==> src/rtl/mem_arbiter_if.sv <==
// Bus bundle between the CPU port, the IO port and the single-port data RAM.
// The arbiter takes the slave modport; the requesters and the RAM side take the master modport.
interface mem_arbiter_if;
  logic        cpu_req;
  logic        cpu_wen;
  logic [11:0] cpu_addr;
  logic [31:0] cpu_wdata;
  logic        cpu_stall;
  logic [31:0] cpu_rdata;

  logic        io_req;
  logic        io_wen;
  logic [11:0] io_addr;
  logic [31:0] io_wdata;
  logic        io_gnt;
  logic        io_rvalid;
  logic [31:0] io_rdata;

  logic        mem_wen;
  logic [11:0] mem_addr;
  logic [31:0] mem_wdata;
  logic [31:0] mem_rdata;

  modport slave (
    input  cpu_req, cpu_wen, cpu_addr, cpu_wdata,
    output cpu_stall, cpu_rdata,
    input  io_req, io_wen, io_addr, io_wdata,
    output io_gnt, io_rvalid, io_rdata,
    output mem_wen, mem_addr, mem_wdata,
    input  mem_rdata
  );

  modport master (
    output cpu_req, cpu_wen, cpu_addr, cpu_wdata,
    input  cpu_stall, cpu_rdata,
    output io_req, io_wen, io_addr, io_wdata,
    input  io_gnt, io_rvalid, io_rdata,
    input  mem_wen, mem_addr, mem_wdata,
    output mem_rdata
  );
endinterface

==> src/rtl/mem_arbiter.sv <==
// Two-requester arbiter for one data RAM: CPU has priority, IO wins after STARVE_LIMIT denied cycles.
// A return-owner FSM routes the registered RAM read data back to whoever issued the read.
module mem_arbiter #(
  parameter int unsigned STARVE_LIMIT = 4
) (
  input logic           clock,
  input logic           reset,
  mem_arbiter_if.slave  bus
);

  typedef enum logic [1:0] {NONE, CPU_RD, IO_RD} owner_t;

  localparam logic [3:0] LIMIT = 4'(STARVE_LIMIT);

  owner_t      state;
  logic [3:0]  starve_cnt;
  logic [31:0] cpu_hold;
  logic        io_rvalid_q;
  logic        starve_hit;
  logic        io_grant;
  logic        cpu_grant;

  // A zero limit makes the starvation test permanently true, i.e. IO always wins.
  assign starve_hit = (LIMIT == 4'd0) || (starve_cnt == LIMIT);
  assign io_grant   = bus.io_req && (!bus.cpu_req || starve_hit);
  assign cpu_grant  = bus.cpu_req && !io_grant;

  always_comb begin
    bus.mem_wen   = 1'b0;
    bus.mem_addr  = 12'h000;
    bus.mem_wdata = 32'h0000_0000;
    if (io_grant) begin
      bus.mem_wen   = bus.io_wen;
      bus.mem_addr  = bus.io_addr;
      bus.mem_wdata = bus.io_wdata;
    end else if (cpu_grant) begin
      bus.mem_wen   = bus.cpu_wen;
      bus.mem_addr  = bus.cpu_addr;
      bus.mem_wdata = bus.cpu_wdata;
    end
  end

  assign bus.io_gnt    = io_grant;
  assign bus.cpu_stall = bus.cpu_req && !cpu_grant;
  assign bus.io_rvalid = io_rvalid_q;
  assign bus.io_rdata  = io_rvalid_q ? bus.mem_rdata : 32'h0000_0000;
  assign bus.cpu_rdata = (state == CPU_RD) ? bus.mem_rdata : cpu_hold;

  // Reset drops any pending read return, so no stale io_rvalid appears after release.
  always_ff @(posedge clock or negedge reset) begin
    if (!reset) begin
      state       <= NONE;
      io_rvalid_q <= 1'b0;
      starve_cnt  <= 4'd0;
      cpu_hold    <= 32'h0000_0000;
    end else begin
      if (!bus.io_req || io_grant) begin
        starve_cnt <= 4'd0;
      end else if (starve_cnt != LIMIT) begin
        starve_cnt <= starve_cnt + 4'd1;
      end

      if (io_grant && !bus.io_wen) begin
        state       <= IO_RD;
        io_rvalid_q <= 1'b1;
      end else if (cpu_grant && !bus.cpu_wen) begin
        state       <= CPU_RD;
        io_rvalid_q <= 1'b0;
      end else begin
        state       <= NONE;
        io_rvalid_q <= 1'b0;
      end

      if (state == CPU_RD) begin
        cpu_hold <= bus.mem_rdata;
      end
    end
  end

endmodule

==> src/flat_wrapper.sv <==
// flat-port wrapper written by rule: the top's interface ports become plain ports
module mem_arbiter_flat 
#(
  parameter int unsigned STARVE_LIMIT = 4
)
  (clock, reset, bus_cpu_req, bus_cpu_wen, bus_cpu_addr, bus_cpu_wdata, bus_cpu_stall, bus_cpu_rdata, bus_io_req, bus_io_wen, bus_io_addr, bus_io_wdata, bus_io_gnt, bus_io_rvalid, bus_io_rdata, bus_mem_wen, bus_mem_addr, bus_mem_wdata, bus_mem_rdata);
  mem_arbiter_if bus_i ();
  input logic clock;
  input logic reset;
  input wire logic [$bits(bus_i.cpu_req)-1:0] bus_cpu_req;
  input wire logic [$bits(bus_i.cpu_wen)-1:0] bus_cpu_wen;
  input wire logic [$bits(bus_i.cpu_addr)-1:0] bus_cpu_addr;
  input wire logic [$bits(bus_i.cpu_wdata)-1:0] bus_cpu_wdata;
  output wire logic [$bits(bus_i.cpu_stall)-1:0] bus_cpu_stall;
  output wire logic [$bits(bus_i.cpu_rdata)-1:0] bus_cpu_rdata;
  input wire logic [$bits(bus_i.io_req)-1:0] bus_io_req;
  input wire logic [$bits(bus_i.io_wen)-1:0] bus_io_wen;
  input wire logic [$bits(bus_i.io_addr)-1:0] bus_io_addr;
  input wire logic [$bits(bus_i.io_wdata)-1:0] bus_io_wdata;
  output wire logic [$bits(bus_i.io_gnt)-1:0] bus_io_gnt;
  output wire logic [$bits(bus_i.io_rvalid)-1:0] bus_io_rvalid;
  output wire logic [$bits(bus_i.io_rdata)-1:0] bus_io_rdata;
  output wire logic [$bits(bus_i.mem_wen)-1:0] bus_mem_wen;
  output wire logic [$bits(bus_i.mem_addr)-1:0] bus_mem_addr;
  output wire logic [$bits(bus_i.mem_wdata)-1:0] bus_mem_wdata;
  input wire logic [$bits(bus_i.mem_rdata)-1:0] bus_mem_rdata;
  assign bus_i.cpu_req = bus_cpu_req;
  assign bus_i.cpu_wen = bus_cpu_wen;
  assign bus_i.cpu_addr = bus_cpu_addr;
  assign bus_i.cpu_wdata = bus_cpu_wdata;
  assign bus_cpu_stall = bus_i.cpu_stall;
  assign bus_cpu_rdata = bus_i.cpu_rdata;
  assign bus_i.io_req = bus_io_req;
  assign bus_i.io_wen = bus_io_wen;
  assign bus_i.io_addr = bus_io_addr;
  assign bus_i.io_wdata = bus_io_wdata;
  assign bus_io_gnt = bus_i.io_gnt;
  assign bus_io_rvalid = bus_i.io_rvalid;
  assign bus_io_rdata = bus_i.io_rdata;
  assign bus_mem_wen = bus_i.mem_wen;
  assign bus_mem_addr = bus_i.mem_addr;
  assign bus_mem_wdata = bus_i.mem_wdata;
  assign bus_i.mem_rdata = bus_mem_rdata;
  mem_arbiter #(.STARVE_LIMIT(STARVE_LIMIT)) u_core (.clock(clock), .reset(reset), .bus(bus_i));
endmodule
==> config.mk <==
export PLATFORM = sky130hd
export DESIGN_NAME = mem_arbiter_flat
export DESIGN_NICKNAME = d
export VERILOG_FILES = /design/src/rtl/mem_arbiter_if.sv /design/src/rtl/mem_arbiter.sv /design/src/flat_wrapper.sv
export SDC_FILE = /design/constraint.sdc
export NUM_CORES = 1
export LEC_CHECK = 0
export BUFFER_PORTS_ARGS = -buffer_cell sky130_fd_sc_hd__buf_2
export CELL_PAD_IN_SITES_DETAIL_PLACEMENT = 1
export CELL_PAD_IN_SITES_GLOBAL_PLACEMENT = 1
export CORE_MARGIN = 5
export CORE_UTILIZATION = 21
export CTS_CLUSTER_SIZE = 16
export DETAILED_ROUTE_END_ITERATION = 6
export GPL_ROUTABILITY_DRIVEN = 0
export PLACE_DENSITY_LB_ADDON = 0.15
export SYNTH_ARGS = -nofsm -noshare
export SYNTH_HDL_FRONTEND = slang
export SYNTH_SLANG_ARGS = --single-unit
==> constraint.sdc <==
create_clock -name clock -period 1.6 [get_ports clock]
set_input_delay 0.24 -clock clock [delete_from_list [all_inputs] [get_ports clock]]
set_output_delay 0.24 -clock clock [all_outputs]
set_load 0.02 [all_outputs]
==> impl_metrics.toml <==
[floorplanning]
die_h_um = 113
dieArea_sq_um = 12800
initial_core_util = 0.216
ios = 238
coreArea_sq_um = 10400
die_w_um = 113
rows = 37

[sta]
maxSlewHeadroom = 0.665
finalHoldViolCount = 0
rsz0062_at_grt = "yes"
post-route-min-period_ps = 2100
final.setup.tns_ps = -25740
clock_skew_ps = 6.23
setup_slack_ps = -500
max_freq_mhz = 476
setup_viol = 79
finalMaxSlewViolations = 0
worstMarginPinSlew_ps = 502
min_period_over_period = 1.31

[grt]
first_global_vias = 2948
grt_antenna_before_repair = 0
grt_pass1_wl_um = 15700
grt-ovfl-total = 0
grt_max_degree = 34
track_usage = 0.152

[route]
via_per_inst = 4.48
routed_wl_um = 10900
dr.pass1.iters = 3
vias = 2635
drt-initial-drc-count = 73
ant_nets = 0
wire_per_inst_um = 18.6
remaining_drc_errors = 0

[power_and_ir_drop]
switching_share = 0.331
seqPwrFrac = 0.305
p_switching_w = 0.00127
clock_power_share = 0.179
leakagePower_nw = 2.74
power_density_nw_per_um2 = 769
power_frac_comb = 0.516
p_int_w = 0.00257
ir_drop_mv = 0.320
p_total_w = 0.00384

[finish]
layout.nets = 579
area_growth_pct = 123
fillers = 1155
layout_commonest_cell = "buf_2"
antenna_cells = 0
final_cell_mix = "buf_2 (158), buf_6 (74), a22o_4 (40), dfrtp_1 (38), and2_1 (33)"
multiInputGateArea_sq_um = 1610
layout-drive-gt1-share = 0.805
seq_area_sq_um = 951

[clock_network]
cts.path.max_buffers = 2
cts-root-buf = "clkbuf_8"
path_clk_slew_ps = 80
clkLatencyLatePin_ps = 290
cts_inserted_buffers = 5
tritoncts = "done"
clock-sinks = 38
htreeDepth = 2

[run_status]
violations = "setup timing"
status = "finished, violations left"

[place]
hpwl_um = 8110
port_buffers = 237

[synth]
syn_nets = 311
synth_cell_types = 25
ys_seq_area_frac = 0.425
syn_inst = 183
yosysWarnings = 0
synth_seq_cells = 38
synthTopCellsByArea = "dfrtp_1 (43%), a22o_2 (17%), mux2_2 (15%), and2_1 (9.2%), a22o_1 (3.1%)"
syn_area_per_cell_sq_um = 12.2
synth.cell_area_sq_um = 2240
synth_top_cell_by_area = "dfrtp_1"
synth_top_area_frac = 0.425

[critical_path]
worstSetupEndpointType = "output pin"
path_class = "flip-flop to output pin"
cp_max_fo = 10
startpoint_type = "flip-flop"
arrival_ps = 1860
cp.required_ps = 1360

[min_path]
hp-class = "input port to flip-flop"

[job]
cap_violations = 0
[synth_stat cells, drive strengths merged]
| master | instances |
|---|---|
| xor2 | 1 |
| and2 | 33 |
| clkbuf | 4 |
| nand3 | 1 |
| a21boi | 2 |
| nor2b | 1 |
| nand3b | 1 |
| buf | 12 |
| inv | 2 |
| and3b | 1 |
| nand2b | 1 |
| nor3b | 1 |
| ha | 2 |
| a22o | 45 |
| xnor2 | 1 |
| dfrtp | 38 |
| and3 | 5 |
| mux2 | 32 |
[critical path, stage by stage (launching register included)]
cell	delay [ps]
dfrtp_1	370
inv_2	60
ha_4	150
and3b_2	220
a21boi_4	220
buf_4	150
buf_12	130
a22o_1	130
buf_4	140
[cell type report]
class                   count  area share
repair buffers            277       0.433
clock buffers               6      0.0165
multi-input cells         127       0.322
flip-flops and latches     38       0.190
inverters                   2     0.00150
clock inverters             2     0.00251
well taps                 136      0.0341
[power groups by stage]
| stage | Clock (W) | Sequential (W) | Combinational (W) |
|---|---|---|---|
| global route | 0.000762 | 0.00119 | 0.00209 |
| floorplan | 0 | 0.00117 | 0.000838 |
| CTS | 0.000722 | 0.00116 | 0.00181 |
| finish | 0.000687 | 0.00117 | 0.00198 |
| detailed placement | 0 | 0.00118 | 0.00140 |
| global placement | 0 | 0.00117 | 0.00138 |
[through the flow]
step           instance area (sq um)  setup WS [ps]  utilization  cells  hold WS (ps)
5_1_grt                         4990           -596        0.481    588           114
4_1_cts                         4680           -502        0.451    574           119
6_report                        4990           -500        0.481    588           127
3_5_place_dp                    3930           -194        0.379    550           227
2_1_floorplan                   2550          -10.5            -    183         -55.6
3_3_place_gp                    3930           -172        0.379    550           222
[repair_timing]
item | in CTS | in global routing
setup buffers | 11 | 15
setup endpoints to repair | 79 | 84
hold buffers | 1 | 0
gates cloned | 4 | 5
hold endpoints to repair | 18 | 0
resized for setup | 139 | 64
pin swaps | 1 | 3
[logic make-up after synthesis]
kind of cell | count (synthesis) | share of synthesized area
AO/OA/AOI/OAI | 47 | 0.210
XOR/XNOR | 2 | 0.00783
adder cells (fa/ha/maj) | 2 | 0.0112
buffers and inverters | 18 | 0.0587
flip-flops | 38 | 0.425
multiplexers | 32 | 0.161
AND/OR/NAND/NOR | 44 | 0.126
[per-layer routing]
| metal | share of wire | global-route usage |
|---|---|---|
| met4 | 0.0089 | 0.0296 |
| met2 | 0.52 | 0.288 |
| met5 | 0 | 0 |
| met3 | 0.11 | 0.0647 |
| met1 | 0.36 | 0.156 |
[final timing paths]
| kind | from | end | slack (ps) | cells past startpoint |
|---|---|---|---|---|
| min | bus_io_wen | u_core.bus.io_rvalid | 130 | 2 |
| max reg2reg | u_core.starve_cnt[0] | u_core.bus.io_rvalid | 60 | 8 |
| max in group asynchronous | reset | u_core.cpu_hold[7] | 650 | 3 |
| min reg2reg | u_core.cpu_hold[22] | u_core.cpu_hold[22] | 500 | 1 |
| min in group asynchronous | reset | u_core.cpu_hold[27] | 460 | 2 |
| max | u_core.starve_cnt[0] | bus_mem_wdata[31] | -500 | 8 |
[state kept, by name, indices dropped and copies added (netlist names)]
name                  cells
u_core.starve_cnt         4
u_core.state              1
u_core.cpu_hold          32
u_core.bus.io_rvalid      1
(Power assumes the default switching activity.)
